--- config.mk ---
export PLATFORM = sky130hd
export DESIGN_NAME = vc_sync_fifo
export DESIGN_NICKNAME = d
export VERILOG_FILES = /design/src/rtl/noc_fifo_pkg.sv /design/src/rtl/sdpram.sv /design/src/rtl/vc_sync_fifo.sv
export SDC_FILE = /design/constraint.sdc
export NUM_CORES = 1
export LEC_CHECK = 0
export BUFFER_PORTS_ARGS = -buffer_cell sky130_fd_sc_hd__buf_2
export CELL_PAD_IN_SITES_DETAIL_PLACEMENT = 0
export CELL_PAD_IN_SITES_GLOBAL_PLACEMENT = 1
export CORE_ASPECT_RATIO = 0.6
export CORE_MARGIN = 1.5
export CORE_UTILIZATION = 30
export CTS_CLUSTER_SIZE = 24
export DETAILED_ROUTE_END_ITERATION = 6
export MAX_ROUTING_LAYER = met4
export PLACE_DENSITY_LB_ADDON = 0.1
export SLEW_MARGIN = 40
export SYNTH_ARGS = -nofsm -noshare
export SYNTH_HDL_FRONTEND = slang
export SYNTH_SLANG_ARGS = --single-unit
--- constraint.sdc ---
create_clock -name clk -period 4.8 [get_ports clk]
set_input_delay 0.24 -clock clk [delete_from_list [all_inputs] [get_ports clk]]
set_output_delay 0.24 -clock clk [all_outputs]
set_load 0.02 [all_outputs]
--- src/rtl/noc_fifo_pkg.sv ---
// ---------------------------------------------------------------------------
// noc_fifo_pkg
// Shared constants and types for the multi-virtual-channel router input FIFO.
// The FIFO_* values are the default geometry used by vc_sync_fifo. DEPTH and
// VW are derived from those defaults. ptr_t and flit_t are the matching
// pointer and flit types for that default geometry.
// ---------------------------------------------------------------------------
package noc_fifo_pkg;

    localparam int FIFO_AW    = 4;
    localparam int FIFO_DW    = 16;
    localparam int FIFO_NVC   = 4;
    localparam int FIFO_AFULL = 12;

    localparam int DEPTH = 2 ** FIFO_AW;
    localparam int VW    = (FIFO_NVC > 1) ? $clog2(FIFO_NVC) : 1;

    // Pointers carry one extra wrap bit so that full and empty can be told apart.
    typedef logic [FIFO_AW:0]   ptr_t;
    typedef logic [FIFO_DW-1:0] flit_t;

endpackage

--- src/rtl/sdpram.sv ---
// ---------------------------------------------------------------------------
// sdpram
// Simple dual-port RAM with one write port and one registered read port.
// The read register only loads when re_i is high, so rdata_o holds its last
// value between reads. The read register clears on the read-side reset. The
// storage array itself has no reset.
// Ports:
//   wclk_i            write clock
//   we_i              write enable
//   waddr_i / wdata_i write address / data
//   rclk_i            read clock
//   rrst_ni           async active-low reset of the read register
//   re_i              read enable
//   raddr_i           read address
//   rdata_o           registered read data
// ---------------------------------------------------------------------------
module sdpram #(
    parameter int AW = 6,
    parameter int DW = 16
) (
    input  logic          wclk_i,
    input  logic          we_i,
    input  logic [AW-1:0] waddr_i,
    input  logic [DW-1:0] wdata_i,
    input  logic          rclk_i,
    input  logic          rrst_ni,
    input  logic          re_i,
    input  logic [AW-1:0] raddr_i,
    output logic [DW-1:0] rdata_o
);

    logic [DW-1:0] mem [2**AW];
    logic [DW-1:0] rdata_q;

    // Write port: plain synchronous write with no reset, so it can map onto block RAM.
    always_ff @(posedge wclk_i) begin
        if (we_i) begin
            mem[waddr_i] <= wdata_i;
        end
    end

    // Read port: the output register loads only on a read and otherwise holds its value.
    always_ff @(posedge rclk_i or negedge rrst_ni) begin
        if (!rrst_ni) begin
            rdata_q <= '0;
        end else if (re_i) begin
            rdata_q <= mem[raddr_i];
        end
    end

    assign rdata_o = rdata_q;

endmodule

--- src/rtl/vc_sync_fifo.sv ---
// ---------------------------------------------------------------------------
// vc_sync_fifo
// Single-clock FIFO with several virtual channels (VCs) for a router input
// port. NVC independent queues share one RAM. Each cycle the FIFO accepts one
// write and one read, and each can target any VC.
// Ports:
//   clk, rstn          clock, async active-low reset
//   write, wvc, din    write request, target VC, flit
//   read, rvc          read request, source VC
//   dout, dout_vld     read data, valid one cycle after an accepted read
//   full, afull, empty per-VC status flags
//   count              per-VC occupancy; VC v is at [v*(AW+1) +: AW+1]
//   ovf_err, udf_err   sticky flags for a write to a full VC / a read from an empty VC
// ---------------------------------------------------------------------------
module vc_sync_fifo
    import noc_fifo_pkg::*;
#(
    parameter  int AW    = FIFO_AW,
    parameter  int DW    = FIFO_DW,
    parameter  int NVC   = FIFO_NVC,
    parameter  int AFULL = FIFO_AFULL,
    localparam int VcW   = (NVC > 1) ? $clog2(NVC) : 1
) (
    input  logic                  clk,
    input  logic                  rstn,
    input  logic                  write,
    input  logic [VcW-1:0]        wvc,
    input  logic [DW-1:0]         din,
    input  logic                  read,
    input  logic [VcW-1:0]        rvc,
    output logic [DW-1:0]         dout,
    output logic                  dout_vld,
    output logic [NVC-1:0]        full,
    output logic [NVC-1:0]        afull,
    output logic [NVC-1:0]        empty,
    output logic [NVC*(AW+1)-1:0] count,
    output logic                  ovf_err,
    output logic                  udf_err
);

    localparam logic [AW:0] DepthCnt = (AW+1)'(2 ** AW);
    localparam logic [AW:0] AfullCnt = (AW+1)'(AFULL);

    logic [AW:0]        wptr_q [NVC];
    logic [AW:0]        wptr_d [NVC];
    logic [AW:0]        rptr_q [NVC];
    logic [AW:0]        rptr_d [NVC];
    logic [NVC-1:0]     wrHit, rdHit, wrAcc, rdAcc;
    logic [AW+VcW-1:0]  waddr, raddr;
    logic               ovf_q, ovf_d, udf_q, udf_d, vld_q;

    // Per-VC status comes straight from the registered pointers.
    // A hit that names a VC index >= NVC matches no VC, so that request is
    // ignored silently.
    for (genvar v = 0; v < NVC; v++) begin : g_vc
        logic [AW:0] cnt;
        assign cnt      = wptr_q[v] - rptr_q[v];
        assign count[v*(AW+1) +: AW+1] = cnt;
        assign empty[v] = (cnt == '0);
        assign full[v]  = (cnt == DepthCnt);
        assign afull[v] = (cnt >= AfullCnt);
        assign wrHit[v] = write && (wvc == VcW'(v));
        assign rdHit[v] = read  && (rvc == VcW'(v));
    end

    // Full blocks a write even when the same VC is read in the same cycle.
    // An accepted write targets a non-full VC and an accepted read targets a
    // non-empty VC, so the two can never address the same RAM word.
    assign wrAcc = wrHit & ~full;
    assign rdAcc = rdHit & ~empty;

    // This block computes the next pointers and the RAM addresses. At most one
    // VC is hit on each port, so the address loop simply picks that VC.
    always_comb begin
        waddr = '0;
        raddr = '0;
        for (int v = 0; v < NVC; v++) begin
            wptr_d[v] = wptr_q[v] + (AW+1)'(wrAcc[v]);
            rptr_d[v] = rptr_q[v] + (AW+1)'(rdAcc[v]);
            if (wrHit[v]) begin
                waddr = {VcW'(v), wptr_q[v][AW-1:0]};
            end
            if (rdHit[v]) begin
                raddr = {VcW'(v), rptr_q[v][AW-1:0]};
            end
        end
        ovf_d = ovf_q | (|(wrHit & full));
        udf_d = udf_q | (|(rdHit & empty));
    end

    // The pointers, the sticky error flags and the read-valid flag all clear
    // at once on reset, and reset throws away all queued contents.
    always_ff @(posedge clk or negedge rstn) begin
        if (!rstn) begin
            for (int v = 0; v < NVC; v++) begin
                wptr_q[v] <= '0;
                rptr_q[v] <= '0;
            end
            ovf_q <= 1'b0;
            udf_q <= 1'b0;
            vld_q <= 1'b0;
        end else begin
            for (int v = 0; v < NVC; v++) begin
                wptr_q[v] <= wptr_d[v];
                rptr_q[v] <= rptr_d[v];
            end
            ovf_q <= ovf_d;
            udf_q <= udf_d;
            vld_q <= |rdAcc;
        end
    end

    sdpram #(
        .AW (AW + VcW),
        .DW (DW)
    ) u_ram (
        .wclk_i  (clk),
        .we_i    (|wrAcc),
        .waddr_i (waddr),
        .wdata_i (din),
        .rclk_i  (clk),
        .rrst_ni (rstn),
        .re_i    (|rdAcc),
        .raddr_i (raddr),
        .rdata_o (dout)
    );

    assign dout_vld = vld_q;
    assign ovf_err  = ovf_q;
    assign udf_err  = udf_q;

endmodule

# Yosys cells after proc, flatten, opt, wreduce, memory -nomap -nowiden
# Memories as Yosys holds them, arrays and structs flattened. A register that Yosys moved wholly into a read port is not among the register bits.
# Index checks and enable logic that the tools add are counted.
dict set report totals {
  ff_bits 43
  ramBits 1024
  input_bits 24
  output_inout_bits 51
  elab_cells 75
  n_memories 1
}
# name words width read_ports rd_ports_with_merged_regs wr line_no
set memory_table {}
lappend memory_table {u_ram.mem 64 16 1 1 1 sdpram.sv:32} ;# logic [DW-1:0] mem [2**AW];
dict set report op_classes {
  n_addsub 12
  n_lt_le_gt_ge 4
  eq_ne 10
  muxes 10
  bitwise_logic 8
  n_reduce_logical 19
}
# operator count
set ops {}
lappend ops {{5-bit by 1-bit adder with 5-bit output} 8}
lappend ops {{6-bit 2-to-1 mux} 5}
lappend ops {{5-bit == test (second input constant)} 4}
lappend ops {{5-bit by 4-bit greater-or-equal comparator with 1-bit output (second input constant)} 4}
lappend ops {{5-bit logical NOT} 4}
lappend ops {{5-bit subtractor} 4}
lappend ops {{4-bit AND} 4}
lappend ops {{4-bit OR reduction} 4}
lappend ops {{2-bit == test (second input constant)} 4}
lappend ops {{1-bit logical AND} 8}
lappend ops {{4-bit 2-to-1 mux} 2}
lappend ops {{4-bit inverter} 2}
lappend ops {{5-bit 2-to-1 mux} 1}
lappend ops {{2-bit by 1-bit == test with 1-bit output (second input constant)} 2}
lappend ops {{2-bit logical NOT} 2}
lappend ops {{1-bit 2-to-1 mux} 2}
lappend ops {{1-bit bitwise OR} 2}
lappend ops {{1-bit logical NOT} 1}

# Depth between registers and ports, before layout
# Gate-level depths: netlist of the first run.
dict set report depth {
  depth_word 7
  ltp_mapped 15
  ltp_nobuf 14
}

# Modules after synthesis
# Synthesis of the first run repeated with hierarchy kept, for this count alone.
dict set report hier_totals {
  cells_unflattened 2163
  hier_area_um2 42797.3
}
# module instances cells_per_inst area_per_inst_um2 seq_area_each_um2
set modules_own_cells {}
lappend modules_own_cells {sdpram 1 1897 39925.8 31149.9}
lappend modules_own_cells {vc_sync_fifo 1 266 2871.5 1076.0}

# Worst setup path after synthesis of the first run
# Ideal clock, no wire load.
dict set report synth_path {
  kind {register to register}
  from {reg wptr_q[10] (netlist name)}
  to {mem u_ram.mem[34][0], enable pin}
  setup_time_ns 0.409
  t_arrival_ns 3.393
  required_time_ns 4.391
  path_slack_ns 0.998
  stages_incl_launch_ff 11
  synth_period_minus_slack_ns 3.802
  path_cell_list {dfrtp_1 inv_1 ha_1 fa_1 xnor2_1 or3_1 inv_1 o2111ai_1 mux4_2 nand3_1 nor3_1}
}
dict set report synth_via {
  elab_chain_cells 7
  word_cells_on_any_way 10
  classes_between {add/sub (1); eq/ne (1); mux (5); bitwise (2); reduce/logical (1)}
}
# item line_no
set synth_rtl {}
lappend synth_rtl {{from (decl)} vc_sync_fifo.sv:44} ;# logic [AW:0] wptr_q [NVC];
lappend synth_rtl {{from (signal, indexed assignment)} vc_sync_fifo.sv:104} ;# wptr_q[v] <= wptr_d[v];
lappend synth_rtl {{5-bit subtractor} vc_sync_fifo.sv:57} ;# assign cnt = wptr_q[v] - rptr_q[v];
lappend synth_rtl {{net count[7]} vc_sync_fifo.sv:36} ;# output logic [NVC*(AW+1)-1:0] count,
lappend synth_rtl {{5-bit == test} vc_sync_fifo.sv:60} ;# assign full[v] = (cnt == DepthCnt);
lappend synth_rtl {{4-bit inverter} vc_sync_fifo.sv:69} ;# assign wrAcc = wrHit & ~full;
lappend synth_rtl {{4-bit AND} vc_sync_fifo.sv:69}
lappend synth_rtl {{4-bit OR reduction} vc_sync_fifo.sv:118} ;# .we_i (|wrAcc),
lappend synth_rtl {{1-bit 2-to-1 mux} sdpram.sv:37} ;# if (we_i) begin
lappend synth_rtl {{1-bit 2-to-1 mux (implied by the code)} sdpram.sv:38} ;# mem[waddr_i] <= wdata_i;
lappend synth_rtl {{to (decl)} sdpram.sv:32}
# The timed path passes the listed nets, and every way through them passes these cells.

# Worst setup path after layout of the first run
dict set report layout_path {
  from {reg wptr_q[15] (netlist name)}
  to {mem u_ram.mem[56][2], enable pin}
}
dict set report layout_via {
  elab_chain_cells 7
  word_cells_on_any_way 11
  classes_between {add/sub (1); eq/ne (1); mux (6); bitwise (2); reduce/logical (1)}
}
# item line_no
set layout_rtl {}
lappend layout_rtl {{5-bit subtractor} vc_sync_fifo.sv:57}
lappend layout_rtl {{5-bit == test} vc_sync_fifo.sv:60}
lappend layout_rtl {{4-bit inverter} vc_sync_fifo.sv:69}
lappend layout_rtl {{4-bit AND} vc_sync_fifo.sv:69}
lappend layout_rtl {{4-bit OR reduction} vc_sync_fifo.sv:118}
lappend layout_rtl {{1-bit 2-to-1 mux} sdpram.sv:37}
lappend layout_rtl {{1-bit 2-to-1 mux (implied by the code)} sdpram.sv:38}
# Parallel ways exist; a longest one is shown, timed or not.

==> results.toml, run 1 <==
[outcome]
status = "finished clean"

[hold_path]
hp-class = "in2reg"
hold_start = "din[9]"
hold_depth = 1

[timing]
final.period_utilization = 0.869
fmax_mhz = 240
final-hold-violation-count = 0
fin_crit_ps = 4170
clock_skew_ps = 40.6
slew_headroom = 0.354
setup_viol_count_final = 0
fin_setup_tns_ps = 0
grt_setup_unrepaired = "false"
worst_hold_slack_ps = 48.0
tightest_slew_ps = 964
slew_viol_final = 0

[worst_setup_path]
end_kind = "register"
critPathKind = "reg2reg"
crit_buf_inv = 5
r2r-start = "wptr_q[15]"
cp.depth = 14
cp_top_family = "compound AO/OA/AOI/OAI gates"
rrSetupSlack_ps = 630
crit_fanout = 16
slowest_delay_ps = 600
crit_start = "wptr_q[15]"
arrival_ps = 4630
crit_top_cell = "buf_4"
reg2reg_depth = 14
required_ps = 5260
cpMaxStageDelayCell = "mux4_2"
timing.critical_path.from_type = "register"
cp_cell_sequence = "inv_1, ha_1, inv_1, fa_1, a21o_1, a21oi_1, nor2_1, a2111o_1, mux4_2, nand3_1, buf_4, buf_4, nor2_1, buf_4"

[pwr]
p_seq_frac = 0.428
clkPwrFrac = 0.327
power_switching_mw = 8.53
internal-power_mw = 17.5
power.leakage_nw = 17.6
p_sw_frac = 0.328
ir_drop_mv = 0.288
power_density_nw_per_um2 = 514
p_comb_frac = 0.245

[global_routing]
track_usage = 0.208
grt_pass1_wl_microns = 207000
grt-ovfl-total = 0
grt_pass1_vias = 25700
grt_max_degree = 89
antenna_found_initial = 18

[route]
dr.pass1.iters = 5
detail-route-antenna-nets = 0
routed_wl_microns = 150000
via_per_inst = 5.13
vias = 26400
wl_per_cell_microns = 29.1
drt_iter0_markers = 2691
route.detailed.drc = 0

[synthesis]
ys_warn_count = 0
ys.flop_type = "edfxtp_1"
synth_nets = 2990
ys_types = 64
syn_inst = 2930
synth_seq_area_share = 0.742
synth_edf_count = 1024
synth_area_sq_um = 43400
ys_async_sr_fraction = 0.0545
avgSynthCellArea_sq_um = 14.8
ys_seq_elements = 1083

[layout]
mostFrequentLayoutCells = "edfxtp_1, nand2_1, mux2i_1, nand3_1, buf_4"
final_area_sq_um = 50600
nNetsFinal = 3196
fin_cells = 5140
final_common_cell = "edfxtp_1"
area_growth_pct = 16.6
drive_above_1_share = 0.143

[floorplan]
dieArea_sq_um = 147000
fp.coreArea_sq_um = 143000
start_util = 0.304
rows = 107
die-height_microns = 298
die_w_microns = 494
ios = 75

[placed_design]
port_buffers = 74
gp_congestion = 0.848
placed_area_sq_um = 47000
dpl.hpwl_microns = 99100
dp.cells = 4927

[clock_network]
cts.path.max_buffers = 3
cts_tree = "built"
numClockSinks = 1083
clkTransAtPathRegs_ps = 70
clock_latency_ps = 740
htree_levels = 3
cts_root_buf = "clkbuf_16"
cts_resized = 0
cts_made_buffers = 106
postCtsSetupBuffers = 0

[run]
max-cap-violations = 0
[synth_stat cells (all sizes together) (36+ instances only)]
cell,number,area [sq um]
a31oi,59,369
dfrtp,59,1480
buf,105,661
nor2,103,387
nand3,168,841
edfxtp,1024,30700
inv,44,165
nand4,67,419
clkbuf,54,203
nand2,592,2220
mux2i,216,2160
a22oi,36,298
a32oi,95,832
[worst paths after layout]
kind	end
setup / recovery	u_ram.mem[56][2]
hold / removal	u_ram.mem[25][9]
setup reg to reg	u_ram.mem[56][2]
hold reg to reg	ovf_err
max in group asynchronous	rptr_q[19]
min in group asynchronous	u_ram.rdata_o[14]
[cell families (layout without fill, tap and decap cells)]
group	after synthesis	count (layout)	share of synthesized area
AND/OR/NAND/NOR	1047	1047	0.107
XOR/XNOR	33	33	0.00666
flip-flops	1083	1083	0.742
adder cells (fa/ha/maj)	36	36	0.0111
multiplexers	230	230	0.0552
other	0	8	0
buffers and inverters	203	498	0.0237
AO/OA/AOI/OAI	298	298	0.0542
[sequential cells by signal, summed over array words and instances (netlist names)]
signal         cells
u_ram.mem       1024
dout_vld           1
ovf_err            1
udf_err            1
wptr_q            20
rptr_q            20
u_ram.rdata_o     16
[through the flow]
step	util	total power, mW	setup slack (ps)
2_1_floorplan	-	14.9	998
3_3_place_gp	0.328	17.6	438
3_5_place_dp	0.329	17.7	592
4_1_cts	0.354	26.2	586
5_1_grt	0.355	27.1	392
6_report	0.355	26.0	627
[metal layers]
layer	wire length, microns	vias up	track usage	part of all wire
met3	12600	142	0.0528	0.084
met4	2160	0	0.0354	0.014
li1	-	11600	-	-
met5	0	-	-	0
met1	76400	13700	0.326	0.51
met2	58600	908	0.265	0.39
[final cells by class]
type | count | area (sq um)
clock buffer | 129 | 2810
antenna | 8 | 20.0
timing repair buffer | 257 | 1970
sequential | 1083 | 32200
tap | 1907 | 2390
multi-input combinational | 1644 | 10400
inverter | 44 | 165
fill | 13700 | 92100
clock inverter | 68 | 672
[worst register-to-register path: stages, from the launching register on]
cell	delay (ps)
dfrtp_1	380
inv_1	100
ha_1	180
inv_1	60
fa_1	410
a21o_1	180
a21oi_1	250
nor2_1	80
a2111o_1	440
mux4_2	600
nand3_1	430
buf_4	280
buf_4	200
nor2_1	70
buf_4	240
[power groups by stage]
| stage | clock network (mW) | registers [mW] | logic [mW] |
|---|---|---|---|
| 2_1_floorplan | 0 | 11.3 | 3.62 |
| 3_5_place_dp | 0 | 11.3 | 6.34 |
| 3_3_place_gp | 0 | 11.3 | 6.28 |
| 4_1_cts | 8.71 | 11.1 | 6.37 |
| 5_1_grt | 9.04 | 11.2 | 6.84 |
| 6_report | 8.50 | 11.1 | 6.37 |
[repair_timing]
item / 4_1_cts / 5_1_grt
hold endpoints to repair: 124 / 0
hold buffers: 8 / 0
endpoints found under the setup margin: 0 / 0
(Power assumes the default switching activity.)
==> run 2, diff against run 1 <==
--- a/config.mk
+++ b/config.mk
@@ -5,12 +5,13 @@
 export SDC_FILE = /design/constraint.sdc
 export NUM_CORES = 1
 export LEC_CHECK = 0
+export ABC_AREA = 1
 export BUFFER_PORTS_ARGS = -buffer_cell sky130_fd_sc_hd__buf_2
 export CELL_PAD_IN_SITES_DETAIL_PLACEMENT = 0
 export CELL_PAD_IN_SITES_GLOBAL_PLACEMENT = 1
 export CORE_ASPECT_RATIO = 0.6
 export CORE_MARGIN = 1.5
-export CORE_UTILIZATION = 30
+export CORE_UTILIZATION = 51
 export CTS_CLUSTER_SIZE = 24
 export DETAILED_ROUTE_END_ITERATION = 6
 export MAX_ROUTING_LAYER = met4
==> results.toml, run 2 <==
[route]
drt_iter0_markers = 4281
routed_wl_microns = 147000
dr.pass1.iters = 6
via_per_inst = 5.70
detail-route-antenna-nets = 0
vias = 33100
route.detailed.drc = 0
wl_per_cell_microns = 25.3

[synthesis]
synth_nets = 4471
synth_area_sq_um = 48600
synth_seq_area_share = 0.664
ys_types = 37
ys_seq_elements = 1083
ys_async_sr_fraction = 0.0545
synth_common_cells = "nand3_1, edfxtp_1, nand2_1"
ys_warn_count = 0
yosys.area.top_type = "edfxtp_1"
ys.flop_type = "edfxtp_1"
synth_top_cell_area_share = 0.633
synthTopCellsByArea = "edfxtp_1, nand3_1, nand2_1"
avgSynthCellArea_sq_um = 11.0
syn_inst = 4411
synth_edf_count = 1024
yosysMostFrequentCell = "nand3_1"

[worst_setup_path]
timing.critical_path.from_type = "register"
critPathKind = "reg2reg"
required_ps = 5190
r2r-start = "wptr_q[15]"
crit_fanout = 64
arrival_ps = 3930
rrSetupSlack_ps = 1260
end_kind = "register"
reg2reg_depth = 13
r2r_end = "u_ram.mem[7][8]"

[global_routing]
grt_pass1_vias = 30600
grt-ovfl-total = 0
grt_max_degree = 161
antenna_found_initial = 1
track_usage = 0.311
grt_pass1_wl_microns = 216000

[floorplan]
ios = 75
die-height_microns = 242
fp.coreArea_sq_um = 94200
rows = 87
start_util = 0.516
die_w_microns = 401
dieArea_sq_um = 97200

[layout]
reg_top3 = "u_ram.mem x1024, rptr_q x20, wptr_q x20"
area_growth_pct = 11.8
fin_cells = 5802
drive_above_1_share = 0.103
mostFrequentLayoutCells = "nand3_1, edfxtp_1, nand2_1, inv_1, nand3b_1"
largest_reg_flops = 1024
nNetsFinal = 4531
final_common_cell = "nand3_1"
regMostFlops = "u_ram.mem"
fin_util = 0.577
fillers = 7852

[hold_path]
hold_depth = 2
hold_end = "u_ram.mem[29][14]"
hold_start = "din[14]"
hp-class = "in2reg"

[timing]
slew_headroom = 0.345
setup_viol_count_final = 0
slew_viol_final = 0
fin_setup_tns_ps = 0
clock_skew_ps = 20.8
final-hold-violation-count = 0
fin_ws_ps = 1260
fmax_mhz = 283
tightest_slew_ps = 982
fin_crit_ps = 3540
worst_hold_slack_ps = 38.4
grt_setup_unrepaired = "false"
final.period_utilization = 0.737

[pwr]
power.leakage_nw = 21.6
ir_drop_mv = 0.574
power_density_nw_per_um2 = 480
p_seq_frac = 0.422
internal-power_mw = 17.2
p_sw_frac = 0.342
power_switching_mw = 8.93
p_comb_frac = 0.263
clkPwrFrac = 0.315

[clock_network]
htree_levels = 3
hold_buffers = 2
numClockSinks = 1083
cts.path.max_buffers = 3
clkTransAtPathRegs_ps = 60
cts_resized = 0
cts_root_buf = "clkbuf_16"
postCtsSetupBuffers = 0
cts_made_buffers = 102
clock_latency_ps = 700
cts_tree = "built"

[placed_design]
dp_slack_ps = 1220
gp_congestion = 0.908
dpl.hpwl_microns = 85800
dp.cells = 5609
port_buffers = 74

[run]
max-cap-violations = 0

[outcome]
status = "finished clean"
-- run 2: kinds of logic after synthesis --
logic type,after synthesis,synth area share
adder cells (fa/ha/maj),36,0.00989
buffers and inverters,928,0.0788
XOR/XNOR,40,0.00768
AND/OR/NAND/NOR,2292,0.236
AO/OA/AOI/OAI,32,0.00404
flip-flops,1083,0.664
-- run 2: worst max path at each step --
stage | startpoint | endpoint | slack (ps) | cells past startpoint
after floorplan | wptr_q[0] | u_ram.mem[63][0] | 1020 | 11
after global placement | read | u_ram.rdata_o[2] | 1160 | 19
after detailed placement | read | u_ram.rdata_o[2] | 1220 | 19
after global routing | wptr_q[15] | u_ram.mem[7][1] | 1110 | 13
after CTS | wptr_q[15] | u_ram.mem[2][7] | 1320 | 13
final | wptr_q[15] | u_ram.mem[7][8] | 1260 | 13
-- run 2: power by group through the flow --
stage	Combinational (mW)	Sequential (mW)	Clock [mW]
global route	7.41	11.0	8.66
CTS	6.77	11.0	8.30
finish	6.86	11.0	8.22
floorplan	4.12	11.2	0
detailed placement	6.75	11.2	0
global placement	6.72	11.2	0
-- run 2: metal layers --
metal  vias up  share of wire  track usage
met5         -              0            -
met4         0          0.018       0.0615
met3       173           0.11       0.0744
met2      1558           0.41        0.406
met1     16200           0.47        0.487
li1      15200              -            -
-- run 2: worst max-delay path, cell delays in order, from the launching register on --
cell	delay, ps
dfrtp_1	380
inv_1	130
ha_1	170
inv_1	70
fa_1	400
nand3_1	90
nand2_1	90
xnor2_2	310
nor2_2	90
nor2_2	250
nor4_4	100
buf_12	230
nor3_2	540
buf_4	330
-- run 2: cell type report --
type	count	area, sq um	share of cell area
Sequential cell	1083	32200	0.593
Multi-Input combinational cell	2400	12900	0.237
Clock buffer	128	2720	0.0501
Inverter	655	2470	0.0455
Timing Repair Buffer	229	1880	0.0345
Tap cell	1246	1560	0.0287
Clock inverter	60	569	0.0105
Antenna cell	1	2.50	0.0000461
-- run 2: through the flow --
| stage | area [sq um] | power [mW] |
|---|---|---|
| 6_report | 54300 | 26.1 |
| 5_1_grt | 54300 | 27.1 |
| 4_1_cts | 54300 | 26.1 |
| 3_5_place_dp | 50900 | 18.0 |
| 3_3_place_gp | 50900 | 17.9 |
| 2_1_floorplan | 48600 | 15.3 |
